**config.mk**
```make
export PLATFORM = sky130hd
export DESIGN_NAME = bus_rx_fifo_flat
export DESIGN_NICKNAME = d
export VERILOG_FILES = /design/src/rtl/bus_pkg.sv /design/src/rtl/bus_if.sv /design/src/rtl/bus_fifo_core.sv /design/src/rtl/bus_rx_fifo.sv /design/src/flat_wrapper.sv
export SDC_FILE = /design/constraint.sdc
export NUM_CORES = 1
export LEC_CHECK = 0
export BUFFER_PORTS_ARGS = -buffer_cell sky130_fd_sc_hd__buf_4
export CORE_AREA = 2 2 62 123
export CTS_CLUSTER_SIZE = 10
export DETAILED_ROUTE_END_ITERATION = 6
export DIE_AREA = 0 0 64 125
export PLACE_DENSITY = 0.84
export SYNTH_ARGS = -nofsm -noshare
export SYNTH_HDL_FRONTEND = slang
export SYNTH_SLANG_ARGS = --single-unit
export TNS_END_PERCENT = 5
```
**constraint.sdc**
```tcl
create_clock -name clk -period 3.3 [get_ports clk]
set_input_delay 0.66 -clock clk [delete_from_list [all_inputs] [get_ports clk]]
set_output_delay 0.66 -clock clk [all_outputs]
set_load 0.02 [all_outputs]
```
**src/rtl/bus_pkg.sv**
```systemverilog
// Shared types for the byte bus: sender, receiver and the bus_if interface.
package bus_pkg;

  localparam int unsigned BUS_DATA_W = 8;

  typedef logic [BUS_DATA_W-1:0] bus_byte_t;

endpackage

```
**src/rtl/bus_if.sv**
```systemverilog
// Byte bus with a valid/ready handshake; the sender holds data/valid until ready is seen.
interface bus_if
  import bus_pkg::*;
(
  input logic clk
);

  bus_byte_t data;
  logic      valid;
  logic      ready;

  modport master (
    input  clk,
    input  ready,
    output data,
    output valid
  );

  modport slave (
    input  data,
    input  valid,
    output ready
  );

endinterface

```
**src/rtl/bus_fifo_core.sv**
```systemverilog
// First-word-fall-through FIFO: memory, pointers and occupancy level.
module bus_fifo_core
  import bus_pkg::*;
#(
  parameter int unsigned DEPTH  = 8,
  parameter type         data_t = bus_byte_t
) (
  input  logic                     clk,
  input  logic                     rst_n,
  input  logic                     push,
  input  data_t                    wdata,
  input  logic                     pop,
  output data_t                    rdata,
  output logic                     full,
  output logic                     empty,
  output logic [$clog2(DEPTH):0]   level
);

  localparam int unsigned AW = $clog2(DEPTH);
  localparam int unsigned LW = AW + 1;

  data_t          mem_q [DEPTH];
  logic [AW-1:0]  wr_ptr_q;
  logic [AW-1:0]  rd_ptr_q;
  logic [LW-1:0]  level_q;
  logic [LW-1:0]  level_d;
  logic           push_fire;
  logic           pop_fire;

  assign full      = (level_q == LW'(DEPTH));
  assign empty     = (level_q == '0);
  assign push_fire = push && !full;
  assign pop_fire  = pop && !empty;
  assign level     = level_q;
  // Head is forced to zero while empty so the unreset memory never leaks out.
  assign rdata     = empty ? data_t'(0) : mem_q[rd_ptr_q];

  always_comb begin
    level_d = level_q;
    unique case ({push_fire, pop_fire})
      2'b10:   level_d = level_q + LW'(1);
      2'b01:   level_d = level_q - LW'(1);
      default: level_d = level_q;
    endcase
  end

  always_ff @(posedge clk) begin
    if (push_fire) begin
      mem_q[wr_ptr_q] <= wdata;
    end
  end

  always_ff @(posedge clk or negedge rst_n) begin
    if (!rst_n) begin
      wr_ptr_q <= '0;
      rd_ptr_q <= '0;
      level_q  <= '0;
    end else begin
      if (push_fire) wr_ptr_q <= wr_ptr_q + AW'(1);
      if (pop_fire)  rd_ptr_q <= rd_ptr_q + AW'(1);
      level_q <= level_d;
    end
  end

endmodule

```
**src/rtl/bus_rx_fifo.sv**
```systemverilog
// Slave-side receive buffer: accepts bus bytes into a FWFT FIFO and exposes a pop port.
module bus_rx_fifo
  import bus_pkg::*;
#(
  parameter int unsigned DEPTH        = 8,
  parameter int unsigned AFULL_THRESH = 6,
  parameter int unsigned STALL_W      = 16
) (
  input  logic                   clk,
  input  logic                   rst_n,
  bus_if.slave                   bus,
  output bus_byte_t              m_data,
  output logic                   m_valid,
  input  logic                   m_ready,
  output logic [$clog2(DEPTH):0] level,
  output logic                   almost_full,
  output logic [STALL_W-1:0]     stall_cnt
);

  localparam int unsigned LW = $clog2(DEPTH) + 1;

  logic               ready_en_q;
  logic               almost_full_q;
  logic [STALL_W-1:0] stall_cnt_q;
  logic [LW-1:0]      level_d;
  logic               full;
  logic               empty;
  logic               push;
  logic               pop;

  // Ready depends only on registers; a pop at full does not reopen it until the next cycle.
  assign bus.ready   = ready_en_q && !full;
  assign push        = bus.valid && bus.ready;
  assign pop         = m_ready && !empty;
  assign m_valid     = !empty;
  assign almost_full = almost_full_q;
  assign stall_cnt   = stall_cnt_q;

  bus_fifo_core #(
    .DEPTH  (DEPTH),
    .data_t (bus_byte_t)
  ) u_core (
    .clk   (clk),
    .rst_n (rst_n),
    .push  (push),
    .wdata (bus.data),
    .pop   (pop),
    .rdata (m_data),
    .full  (full),
    .empty (empty),
    .level (level)
  );

  always_comb begin
    level_d = level;
    if (push && !pop) begin
      level_d = level + LW'(1);
    end else if (!push && pop) begin
      level_d = level - LW'(1);
    end
  end

  always_ff @(posedge clk or negedge rst_n) begin
    if (!rst_n) begin
      ready_en_q    <= 1'b0;
      almost_full_q <= 1'b0;
      stall_cnt_q   <= '0;
    end else begin
      ready_en_q    <= 1'b1;
      almost_full_q <= (level_d >= LW'(AFULL_THRESH));
      if (bus.valid && !bus.ready && (stall_cnt_q != '1)) begin
        stall_cnt_q <= stall_cnt_q + STALL_W'(1);
      end
    end
  end

endmodule

```
**src/flat_wrapper.sv**
```systemverilog
// flat-port wrapper written by rule: the top's interface ports become plain ports
module bus_rx_fifo_flat import bus_pkg::*;
#(
  parameter int unsigned DEPTH        = 8,
  parameter int unsigned AFULL_THRESH = 6,
  parameter int unsigned STALL_W      = 16
)
  (clk, rst_n, m_data, m_valid, m_ready, level, almost_full, stall_cnt, bus_data, bus_valid, bus_ready);
  bus_if bus_i (.clk(clk));
  input  logic clk;
  input  logic rst_n;
  output bus_byte_t m_data;
  output logic m_valid;
  input  logic m_ready;
  output logic [$clog2(DEPTH):0] level;
  output logic almost_full;
  output logic [STALL_W-1:0] stall_cnt;
  input wire logic [$bits(bus_i.data)-1:0] bus_data;
  input wire logic [$bits(bus_i.valid)-1:0] bus_valid;
  output wire logic [$bits(bus_i.ready)-1:0] bus_ready;
  assign bus_i.data = bus_data;
  assign bus_i.valid = bus_valid;
  assign bus_ready = bus_i.ready;
  bus_rx_fifo #(.DEPTH(DEPTH), .AFULL_THRESH(AFULL_THRESH), .STALL_W(STALL_W)) u_core (.clk(clk), .rst_n(rst_n), .bus(bus_i), .m_data(m_data), .m_valid(m_valid), .m_ready(m_ready), .level(level), .almost_full(almost_full), .stall_cnt(stall_cnt));
endmodule
```
# Word level (Yosys, flattened, before mapping)
# Memory sizes are Yosys's and may differ from the RTL's.
# Index checks and enable logic that the tools add are counted.
dict set report totals {
  reg_bits 28
  mem_bits_rw 64
  in_bits 12
  out_inout_bits 31
  memories 1
}
dict set report classes {
  add_sub_neg 5
  order_cmp 1
  eq_ne 4
  n_mux 6
  n_reduce_logical 16
}
# memory words width rd rd_clocked_by_memory_dff wr line_no
set memory_table {}
lappend memory_table {u_core.u_core.mem_q 8 8 1 0 1 bus_fifo_core.sv:22} ;# data_t mem_q [DEPTH];
# op count
set op_table {}
lappend op_table {{adder 16 x 1 -> 16 bit (second input constant)} 1}
lappend op_table {{!= test 16 bit (second input constant)} 1}
lappend op_table {{logical AND 1 bit} 9}
lappend op_table {{2-to-1 mux 4 bit} 2}
lappend op_table {{2-to-1 mux 8 bit} 1}
lappend op_table {{case mux 4 bit (2 select lines)} 1}
lappend op_table {{adder 3 x 1 -> 3 bit (second input constant)} 2}
lappend op_table {{zero test 1 bit} 5}
lappend op_table {{adder 4 x 1 -> 4 bit (second input constant)} 1}
lappend op_table {{equality test 4 bit (second input constant)} 1}
lappend op_table {{greater-or-equal comparator 4 x 3 -> 1 bit (second input constant)} 1}
lappend op_table {{zero test 4 bit} 1}
lappend op_table {{subtractor 4 x 1 -> 4 bit (second input constant)} 1}
lappend op_table {{equality test 2 x 1 -> 1 bit (second input constant)} 1}
lappend op_table {{equality test 2 bit (second input constant)} 1}
lappend op_table {{2-to-1 mux 1 bit} 2}
lappend op_table {{nonzero test 2 bit} 1}

# Logic depth before layout (Yosys ltp)
# Gate-level depths: netlist of the first run.
dict set report depth {
  word_depth 9
  mapped_depth 10
}

# Cells and area by module
# Synthesis of the first run repeated with hierarchy kept, for this count alone.
dict set report unflattened {
  cells_unflattened 251
  hier_area_um2 4012.6
}
# mod instances cells_per_inst area_each_um2 seq_area_each_um2
set modules_own_cells {}
lappend modules_own_cells {bus_fifo_core 1 159 3050.4 2172.1}
lappend modules_own_cells {bus_rx_fifo 1 92 962.2 450.4}

# Least setup slack after synthesis of the first run
# No wires, ideal clock.
dict set report synth_path {
  path_type {reg-to-reg}
  startpoint {register u_core.u_core.level_q[0] (netlist: u_core.u_core.level[0])}
  endpoint {memory u_core.u_core.mem_q[2][0] (netlist bit) (enable)}
  arrival_ns 2.333
  setup_slack_ns 0.569
  stages_incl_launch_ff 8
  n_path_buf 1
  path_cell_list {dfrtp_1 -> inv_1 -> ha_1 -> nand3b_4 -> and3_1 -> buf_2 -> inv_2 -> nor4b_1}
}
dict set report synth_between {
  elab_chain_cells 7
}
# element line_no
set synth_lines {}
lappend synth_lines {{start, declared} bus_fifo_core.sv:25} ;# logic [LW-1:0] level_q;
lappend synth_lines {{start signal, assigned} bus_fifo_core.sv:61} ;# level_q <= level_d;
lappend synth_lines {{equality test 4 bit *} bus_fifo_core.sv:30} ;# assign full = (level_q == LW'(DEPTH));
lappend synth_lines {{zero test 1 bit *} {bus_fifo_core.sv:32, bus_rx_fifo.sv:32}}
lappend synth_lines {{logical AND 1 bit} bus_rx_fifo.sv:32} ;# assign bus.ready = ready_en_q && !full;
lappend synth_lines {{logical AND 1 bit} bus_rx_fifo.sv:33} ;# assign push = bus.valid && bus.ready;
lappend synth_lines {{logical AND 1 bit *} bus_fifo_core.sv:32} ;# assign push_fire = push && !full;
lappend synth_lines {{2-to-1 mux 1 bit *} bus_fifo_core.sv:48} ;# if (push_fire) begin
lappend synth_lines {{2-to-1 mux 1 bit (not written as such) *} bus_fifo_core.sv:49} ;# mem_q[wr_ptr_q] <= wdata;
lappend synth_lines {{end, declared} bus_fifo_core.sv:22}
# Every way passes the cells marked *; elsewhere a longest branch is shown, timed or not.

# Final worst setup path of the first run
dict set report layout_path {
  startpoint {register u_core.u_core.level_q[0] (netlist: u_core.u_core.level[0])}
  endpoint {output port m_data[5]}
}
dict set report layout_between {
  elab_chain_cells 2
}
# element line_no
set layout_lines {}
lappend layout_lines {{zero test 4 bit} bus_fifo_core.sv:31} ;# assign empty = (level_q == '0);
lappend layout_lines {{2-to-1 mux 8 bit} bus_fifo_core.sv:36} ;# assign rdata = empty ? data_t'(0) : mem_q[rd_ptr_q];
lappend layout_lines {{end, declared} flat_wrapper.sv:12} ;# output bus_byte_t m_data;
# No other way between the ends.

==> results.cfg, run 1 <==
[layout]
fill_cells = 496
final_nets = 324
multi_input_area_sq_um = 1290
finalNonFillerCells = 403
antennaDiodeCount = 0
drive_gt1_frac = 0.299
final-seq-area_sq_um = 2620
area_growth_syn_to_layout_pct = 17.9

[global_route]
grt_pass1_wl_um = 11700
grt_max_degree = 29
overflow = 0
antenna_found_initial = 0
grt_pass1_vias = 2279
gr-usage-all-layers = 0.199

[run_status]
status = completed

[sta]
setup_viol = 0
hold_viol_final = 0
fin_crit_ps = 2710
fin_skew_ps = 5.43
period_share = 0.820
max_freq_mhz = 370
rsz0062_at_grt = no
slew_viol_final = 0
maxSlewHeadroom = 0.450
max_slew.worst_pin.slew_ps = 825
tns_ps = 0

[drt]
vias_per_cell = 5.65
drtAntennaViolNets = 0
routedWlPerCell_um = 17.7
finalWirelength_um = 7120
drc = 0
dr.first_iter.drc_count = 180
vias = 2276
drt_pre_antenna_iters = 4

[die]
die-area_sq_um = 8000
die_h_um = 125
io-pin-count = 43
start_util = 0.562
core.rowCount = 44
core_sq_um = 7100
die_w_um = 64

[clock_network]
cts_setup_buffers = 0
path_clk_slew_ps = 60
ctsHoldBuffers = 0
cts.sink_count = 92
cts_tree = done
cts_buffers = 9
clock_path_buffers = 2
cts-resized-gates = 0
clock_latency_ps = 330
cts_htree_levels = 3
cts_root_buf = clkbuf_16

[logic_synthesis]
ys_types = 47
synth_top_family_by_area = multiplexers
avgSynthCellArea_sq_um = 15.8
async_flop_share = 0.304
yosys_warnings = 0
synth_xor_xnor_area_share = 0.0483
ys_seq_area_frac = 0.657
syn_inst = 253
yosys.area_share.simple = 0.105
synth.area.mux_share = 0.116
synth_seq_cells = 92
synthFlopType = edfxtp_1
synth_area_sq_um = 3990
synth_compound_area_frac = 0.0342
syn_nets = 271
synth-edff-count = 64
synthAdderAreaFrac = 0.0188

[worst_setup_path]
crit_family = simple AND/OR/NAND/NOR gates
crit_buf_inv = 2
arrival_ps = 2050
crit_chain = inv_1 > ha_1 > nor3b_4 > nor2_1 > buf_4
rrSetupSlack_ps = 710
crit_type = flip-flop to output pin
endpoint_kind = output pin
critPathMaxStageDelay_ps = 500
path_depth = 5
r2r_cells = 10
critPathMaxFanout = 9
cp-start-kind = flip-flop
required_ps = 2640
crit_slowest_cell = nor3b_4

[placement]
dp_hpwl_um = 4750
place_congestion = 0.850
placed_cells = 387
port_buffers = 42

[power_and_ir_drop]
peakVddDrop_mv = 0.691
p_leak_nw = 1.80
powerDensity_nw_per_um2 = 842

[job]
maxCapViolCount = 0

[hold_path]
min_path_type = primary input to async pin
==> worst register-to-register path, cell delays in order, from the launching register on <==
cell	delay, ps
dfrtp_1	480
inv_1	100
ha_1	310
nor3b_4	510
inv_2	70
nand2_1	160
inv_1	110
ha_1	250
nand4b_1	190
a21oi_1	190
xor2_1	150
==> flip-flops by register name (all words and copies together), names as in the netlist <==
register	cells
u_core.almost_full	1
u_core.u_core.wr_ptr_q	3
u_core.u_core.level	4
u_core.u_core.rd_ptr_q	3
u_core.u_core.mem_q	64
u_core.ready_en_q	1
u_core.stall_cnt	16
==> cell usage after synthesis, types with 2 or more instances <==
library cell  instances  area (sq um)
ha_1                  6          75.1
mux4_2               16           360
mux2i_1               9          90.1
buf_2                 2          10.0
nand2_1              19          71.3
xnor2_1              15           131
a21oi_1               7          35.0
nor3_1                6          30.0
nand4_1               2          12.5
buf_1                 3          11.3
nor3b_1               2          15.0
xor2_1                7          61.3
and3_1                4          25.0
nor4b_1               2          17.5
dfrtp_1              28           701
nor2_1               13          48.8
nor4_1                2          12.5
inv_2                 2          7.51
nand3_1               8          40.0
o21ai_0               5          25.0
buf_4                 2          15.0
inv_1                 5          18.8
edfxtp_1             64          1920
==> cells by family (layout without fill, tap and decap cells) <==
| kind of cell | count (synthesis) | count (layout) |
|---|---|---|
| other cells | 1 | 1 |
| flops | 92 | 92 |
| fa+ha+maj | 6 | 6 |
| simple gates | 70 | 70 |
| xor+xnor | 22 | 22 |
| compound gates | 20 | 20 |
| mux | 26 | 26 |
| buf+inv | 16 | 74 |
==> cells in the final DEF, fill, tap and decap left out, drive strengths merged, types with 7 or more instances in the layout <==
cell type and instances:
nand2 19, mux2i 9, edfxtp 64, inv 9, buf 51, xnor2 15, a21oi 8, nand3 8
clkbuf 10, mux4 16, dfrtp 28, nor2 13, xor2 7
==> through the flow <==
| stage | setup WS, ps | area [sq um] | power, mW | utilization | hold WS [ps] |
|---|---|---|---|---|---|
| finish | 595 | 4700 | 3.96 | 0.662 | 235 |
| global route | 411 | 4700 | 4.19 | 0.662 | 256 |
| CTS | 545 | 4700 | 4.01 | 0.662 | 236 |
| detailed placement | 718 | 4440 | 3.08 | 0.625 | 484 |
| global placement | 880 | 4440 | 3.02 | 0.625 | 478 |
| floorplan | 569 | 3990 | 2.61 | - | 364 |
==> worst paths after layout <==
kind / end / from
min reg2reg: u_core.stall_cnt[15]$_DFFE_PN0P_ / u_core.stall_cnt[15]$_DFFE_PN0P_
max reg2reg: u_core.u_core.level[3]$_DFFE_PN0P_ / u_core.u_core.level[0]$_DFFE_PN0P_
min in group clk: u_core.stall_cnt[15]$_DFFE_PN0P_ / u_core.stall_cnt[15]$_DFFE_PN0P_
min: u_core.u_core.level[2]$_DFFE_PN0P_ / rst_n
max: m_data[5] / u_core.u_core.level[0]$_DFFE_PN0P_
max in group asynchronous: u_core.stall_cnt[3]$_DFFE_PN0P_ / rst_n
==> cell type report <==
type	instances	area share
Multi-Input combinational cell	145	0.274
Inverter	7	0.00559
Timing Repair Buffer	51	0.0814
Clock buffer	10	0.0487
Sequential cell	92	0.558
Tap cell	92	0.0245
Clock inverter	6	0.00825
==> per-layer routing <==
layer / up-vias / share of wire / track usage
met5: - / 0 / 0
met4: 0 / 0.021 / 0.0921
met3: 15 / 0.043 / 0.0414
met2: 56 / 0.54 / 0.335
met1: 1142 / 0.40 / 0.241
li1: 1063 / - / -
==> where the power goes <==
part	total, mW	internal, mW	switching (mW)	leakage (nW)
registers	1.67	1.41	0.266	0.927
clock network	0.914	0.510	0.404	0.132
logic	1.37	0.679	0.694	0.744
total	3.96	2.59	1.36	1.80
(Power assumes the default switching activity.)
==> run 2, diff against run 1 <==
--- a/config.mk
+++ b/config.mk
@@ -5,12 +5,13 @@
 export SDC_FILE = /design/constraint.sdc
 export NUM_CORES = 1
 export LEC_CHECK = 0
+export ABC_AREA = 1
 export BUFFER_PORTS_ARGS = -buffer_cell sky130_fd_sc_hd__buf_4
-export CORE_AREA = 2 2 62 123
+export CORE_AREA = 2 2 63 125
 export CTS_CLUSTER_SIZE = 10
 export DETAILED_ROUTE_END_ITERATION = 6
-export DIE_AREA = 0 0 64 125
-export PLACE_DENSITY = 0.84
+export DIE_AREA = 0 0 65 127
+export PLACE_DENSITY = 0.86
 export SYNTH_ARGS = -nofsm -noshare
 export SYNTH_HDL_FRONTEND = slang
 export SYNTH_SLANG_ARGS = --single-unit
==> constraint.sdc (replaced) <==
create_clock -name clk -period 2.5 [get_ports clk]
set_input_delay 0.5 -clock clk [delete_from_list [all_inputs] [get_ports clk]]
set_output_delay 0.5 -clock clk [all_outputs]
set_load 0.02 [all_outputs]
==> run 2 against run 1 <==
Against the previous run:
- worst hold slack worse by 160 ps
- register-to-register slack worse by 380 ps
- clock skew up 0.70 ps
- flip-flop and latch count unchanged
- sequential share of layout area down 3.8 points
- die area up 3.2%
- core utilization up 3.7 points
- first-iteration DRC count up 27%
- final cell count up 44%
- critical path depth up 2
- power up 44%
- clock power up 60%
- critical path type unchanged
- highest routed layer unchanged
==> results.cfg, run 2 <==
[global_route]
gr-usage-all-layers = 0.266
grt_max_degree = 34
grt_pass1_vias = 3280
overflow = 0
antenna_found_initial = 0
grt_pass1_wl_um = 15900

[layout]
final_common_cell = nand2_1
area_growth_syn_to_layout_pct = 18.8
final_nets = 503
fill_cells = 528
final-seq-area_sq_um = 2620
largest_reg_flops = 64
finish.utilization = 0.700
multi_input_area_sq_um = 1460
top_register = u_core.u_core.mem_q
final_cell_mix = nand2_1, nor2_1, edfxtp_1
antennaDiodeCount = 0
drive_gt1_frac = 0.173
design_area_sq_um = 5040

[logic_synthesis]
synth-edff-count = 64
ys_types = 30
synth_most_common_cell = nand2_1
synthTopCellsByArea = edfxtp_1, dfrtp_1, nand2_1, nor2_1, o21ai_0
avgSynthCellArea_sq_um = 9.83
yosys_warnings = 0
async_flop_share = 0.304
syn_inst = 432
yosysTopAreaCellShare = 0.453
ys_seq_area_frac = 0.618
synth_seq_cells = 92
yosys.area.top_type = edfxtp_1
synthTopCellsByCount = nand2_1, nor2_1, edfxtp_1
synthFlopType = edfxtp_1
synth_area_sq_um = 4250
syn_nets = 450

[die]
io-pin-count = 43
core.rowCount = 44
start_util = 0.589
die_w_um = 65
die_h_um = 127
die-area_sq_um = 8260
core_sq_um = 7210

[worst_setup_path]
crit_type = flip-flop to output pin
crit_top_cell = nor2_1
r2r_cells = 9
crit_slowest_cell = dfrtp_1
crit_chain = inv_1 > buf_12 > nor2_1 > o211ai_1 > nand2_1 > nor2_1 > buf_4
endpoint_kind = output pin
critPathMaxStageDelay_ps = 380
cp-start-kind = flip-flop
required_ps = 2000
rrSetupSlack_ps = 330
arrival_ps = 1850
r2r-start = u_core.u_core.level[0]$_DFFE_PN0P_
r2r_end = u_core.u_core.level[2]$_DFFE_PN0P_
critPathMaxFanout = 25

[job]
maxCapViolCount = 0

[placement]
port_buffers = 42
dp_hpwl_um = 6980
dpl_cell_area_sq_um = 4720
place_congestion = 0.896

[clock_network]
cts_root_buf = clkbuf_16
cts_buffers = 9
cts_htree_levels = 3
clock_latency_ps = 340
path_clk_slew_ps = 60
cts_setup_buffers = 0
cts_tree = done
clock_path_buffers = 2
cts.sink_count = 92

[sta]
max_freq_mhz = 426
period_share = 0.939
hold_viol_final = 0
tns_ps = 0
rsz0062_at_grt = no
setup_viol = 0
fin_crit_ps = 2350
fin_skew_ps = 6.14
slew_viol_final = 0

[drt]
vias_per_cell = 5.68
drt_pre_antenna_iters = 6
dr.first_iter.drc_count = 229
drc = 0
routedWlPerCell_um = 16.9
drtAntennaViolNets = 0
vias = 3306
finalWirelength_um = 9860

[power_and_ir_drop]
p_leak_nw = 2.09
powerDensity_nw_per_um2 = 1130
peakVddDrop_mv = 0.791

[hold_path]
min_path_type = primary input to async pin

[run_status]
status = completed
-- run 2: how the worst max path moves through the flow --
stage / from / to / slack, ps / cells past startpoint
after floorplan: u_core.u_core.level[0]$_DFFE_PN0P_ / u_core.u_core.mem_q[4][0]$_DFFE_PP_ / 270 / 6
after global placement: u_core.u_core.rd_ptr_q[1]$_DFFE_PN0P_ / m_data[5] / 450 / 6
after detailed placement: u_core.u_core.rd_ptr_q[1]$_DFFE_PN0P_ / m_data[5] / 380 / 6
after CTS: u_core.u_core.rd_ptr_q[1]$_DFFE_PN0P_ / m_data[5] / 20 / 6
after global routing: u_core.u_core.level[0]$_DFFE_PN0P_ / m_data[0] / 20 / 6
final: u_core.u_core.rd_ptr_q[0]$_DFFE_PN0P_ / m_data[2] / 150 / 7
-- run 2: critical path, delay by kind of cell (launching register included) --
family	cells	cell delay (ps)
buffers and inverters	3	600
AOI/OAI and AO/OA	1	270
and+or+nand+nor	3	260
DFF	1	380
-- run 2: final cells by class --
class,count,share of cell area
Clock buffer,11,0.0481
Clock inverter,5,0.0169
Inverter,24,0.0179
Multi-Input combinational cell,303,0.290
Sequential cell,92,0.520
Tap cell,92,0.0228
Timing Repair Buffer,55,0.0843
-- run 2: logic make-up (layout without fill, tap and decap cells) --
kind of cell	Yosys count	after routing	share of synthesized area
and+or+nand+nor	224	224	0.220
DFF	92	92	0.618
AOI/OAI and AO/OA	60	60	0.0813
buffers and inverters	37	95	0.0377
xor gates and xnor gates	12	12	0.0248
adders and majority gates	6	6	0.0177
other	1	1	0.000883
-- run 2: power by group --
group / internal, mW / switching, mW / total, mW
clock: 0.908 / 0.552 / 1.46
sequential: 1.84 / 0.260 / 2.10
combinational: 0.825 / 1.33 / 2.16
-- run 2: layer usage --
metal,GRT usage,vias to the layer above,routed length (um)
li1,-,1558,-
met1,0.265,1590,3290
met2,0.497,131,5680
met3,0.0475,27,460
met4,0.150,0,431
met5,0,-,0
-- run 2: metrics by stage --
stage	total power [mW]	setup slack, ps	cells	hold WS, ps
5_1_grt	6.04	21.4	582	99.5
3_3_place_gp	4.16	454	566	441
6_report	5.72	153	582	74.4
3_5_place_dp	4.26	380	566	443
2_1_floorplan	3.44	269	432	204
4_1_cts	5.73	21.0	582	82.2
-- run 2: repair_timing --
item	in CTS	in global routing
gates resized for setup	0	1
hold buffers	0	0
setup endpoints to repair	0	8
==> run 3, diff against run 2 <==
--- a/config.mk
+++ b/config.mk
@@ -11,6 +11,7 @@
 export CTS_CLUSTER_SIZE = 10
 export DETAILED_ROUTE_END_ITERATION = 6
 export DIE_AREA = 0 0 65 127
+export GPL_TIMING_DRIVEN = 0
 export PLACE_DENSITY = 0.86
 export SYNTH_ARGS = -nofsm -noshare
 export SYNTH_HDL_FRONTEND = slang
==> run 3 against run 2 <==
Against the previous run:
- the flow now finishes with violations (negative setup slack)
- die area is the same
- global-route usage grew 0.77 points
- flip-flop and latch count is the same
- final cell count is the same
==> results.cfg, run 3 (synthesis gave the netlist of run 2 again) <==
[worst_setup_path]
critPathMaxFanout = 8
crit_type = flip-flop to flip-flop
arrival_ps = 2480
r2r-start = u_core.u_core.level[0]$_DFFE_PN0P_
r2r_end = u_core.u_core.mem_q[5][6]$_DFFE_PP_
r2r_cells = 7
cp-start-kind = flip-flop
endpoint_kind = flip-flop
required_ps = 2470
rrSetupSlack_ps = -10

[sta]
fin_skew_ps = 3.99
maxSlewHeadroom = 0.436
setup_ws_ps = -13.8
period_share = 1.01
hold_viol_final = 0
setup_viol = 11
holdWs_ps = 81.5
slew_viol_final = 0
rsz0062_at_grt = yes
max_slew.worst_pin.slew_ps = 842
fin_crit_ps = 2510
max_freq_mhz = 398

[layout]
final_common_cell = nand2_1
design_area_sq_um = 5000
largest_reg_flops = 64
area_growth_syn_to_layout_pct = 17.9
final_cell_mix = nand2_1, nor2_1, edfxtp_1
finish.utilization = 0.694
final-seq-area_sq_um = 2620
multi_input_area_sq_um = 1480
drive_gt1_frac = 0.186
finalNonFillerCells = 582
antennaDiodeCount = 0
final_nets = 503
top_register = u_core.u_core.mem_q
fill_cells = 540

[power_and_ir_drop]
powerDensity_nw_per_um2 = 1140
peakVddDrop_mv = 0.744
p_total_mw = 5.71
p_leak_nw = 2.06

[clock_network]
cts_htree_levels = 3
clock_latency_ps = 340
cts_root_buf = clkbuf_16
cts_tree = done
clock_path_buffers = 2
cts_buffers = 9
path_clk_slew_ps = 60
cts.sink_count = 92

[global_route]
gr-usage-all-layers = 0.273
overflow = 0
grt_max_degree = 29
antenna_found_initial = 0
grt_pass1_vias = 3328
grt_pass1_wl_um = 16300

[drt]
finalWirelength_um = 10400
dr.first_iter.drc_count = 388
routedWlPerCell_um = 17.9
vias = 3373
vias_per_cell = 5.80
drc = 0
drtAntennaViolNets = 0
drt_pre_antenna_iters = 5

[placement]
place_congestion = 0.918
port_buffers = 42
dp_hpwl_um = 6900
dpl_cell_area_sq_um = 4680
placed_cells = 566

[job]
maxCapViolCount = 0

[run_status]
status = finished, violations left
violations = negative setup slack

[hold_path]
min_path_type = primary input to async pin

[die]
die-area_sq_um = 8260
start_util = 0.589
core_sq_um = 7210
io-pin-count = 43
die_w_um = 65
core.rowCount = 44
die_h_um = 127
-- run 3: per-stage QoR --
stage / setup slack, ps / setup TNS [ps]
6_report: -13.8 / -96.6
5_1_grt: -224 / -5150
4_1_cts: -62.3 / -1060
3_5_place_dp: -44.0 / -768
3_3_place_gp: 11.9 / 0
2_1_floorplan: 269 / 0
-- run 3: metal layers --
layer,wire length [um],GRT usage,up-vias
met1,3580,0.276,1617
met2,5920,0.497,175
met4,350,0.163,0
met3,555,0.0599,27
met5,0,0,-
li1,-,-,1554
-- run 3: worst max-delay path: stages (launching register included) --
cell and delay, ps:
dfrtp_1 460, inv_1 120, ha_1 270, nand3_2 110, nand3_1 190, inv_1 190, nand2_1 140, nor2_1 670
-- run 3: worst max path at each step --
stage	from	end	slack [ps]	depth (start not counted)
finish	u_core.u_core.level[0]$_DFFE_PN0P_	u_core.u_core.mem_q[5][6]$_DFFE_PP_	-10	7
floorplan	u_core.u_core.level[0]$_DFFE_PN0P_	u_core.u_core.mem_q[4][0]$_DFFE_PP_	270	6
CTS	u_core.u_core.level[0]$_DFFE_PN0P_	u_core.u_core.mem_q[0][2]$_DFFE_PP_	-60	6
global route	u_core.u_core.level[1]$_DFFE_PN0P_	u_core.u_core.mem_q[1][1]$_DFFE_PP_	-220	7
global placement	u_core.u_core.level[0]$_DFFE_PN0P_	u_core.u_core.mem_q[4][2]$_DFFE_PP_	10	6
detailed placement	u_core.u_core.level[0]$_DFFE_PN0P_	u_core.u_core.mem_q[0][2]$_DFFE_PP_	-40	6
-- run 3: timing repair --
item,4_1_cts,5_1_grt
endpoints found under the setup margin,32,70
setup buffers,0,0
resized for setup,8,12
pin swaps,0,0
hold buffers,0,0
-- run 3: cell type report --
class	instances	share of cell area
inverter	24	0.0180
tap	92	0.0230
timing repair buffer	42	0.0630
sequential	92	0.524
clock inverter	7	0.0135
multi-input combinational	303	0.296
buffer	13	0.0173
clock buffer	9	0.0450
-- run 3: report_power, final --
group          internal [mW]  leakage (nW)  switching (mW)
Sequential              1.84         0.936           0.196
Combinational          0.825         0.985            1.52
Clock                  0.768         0.139           0.556
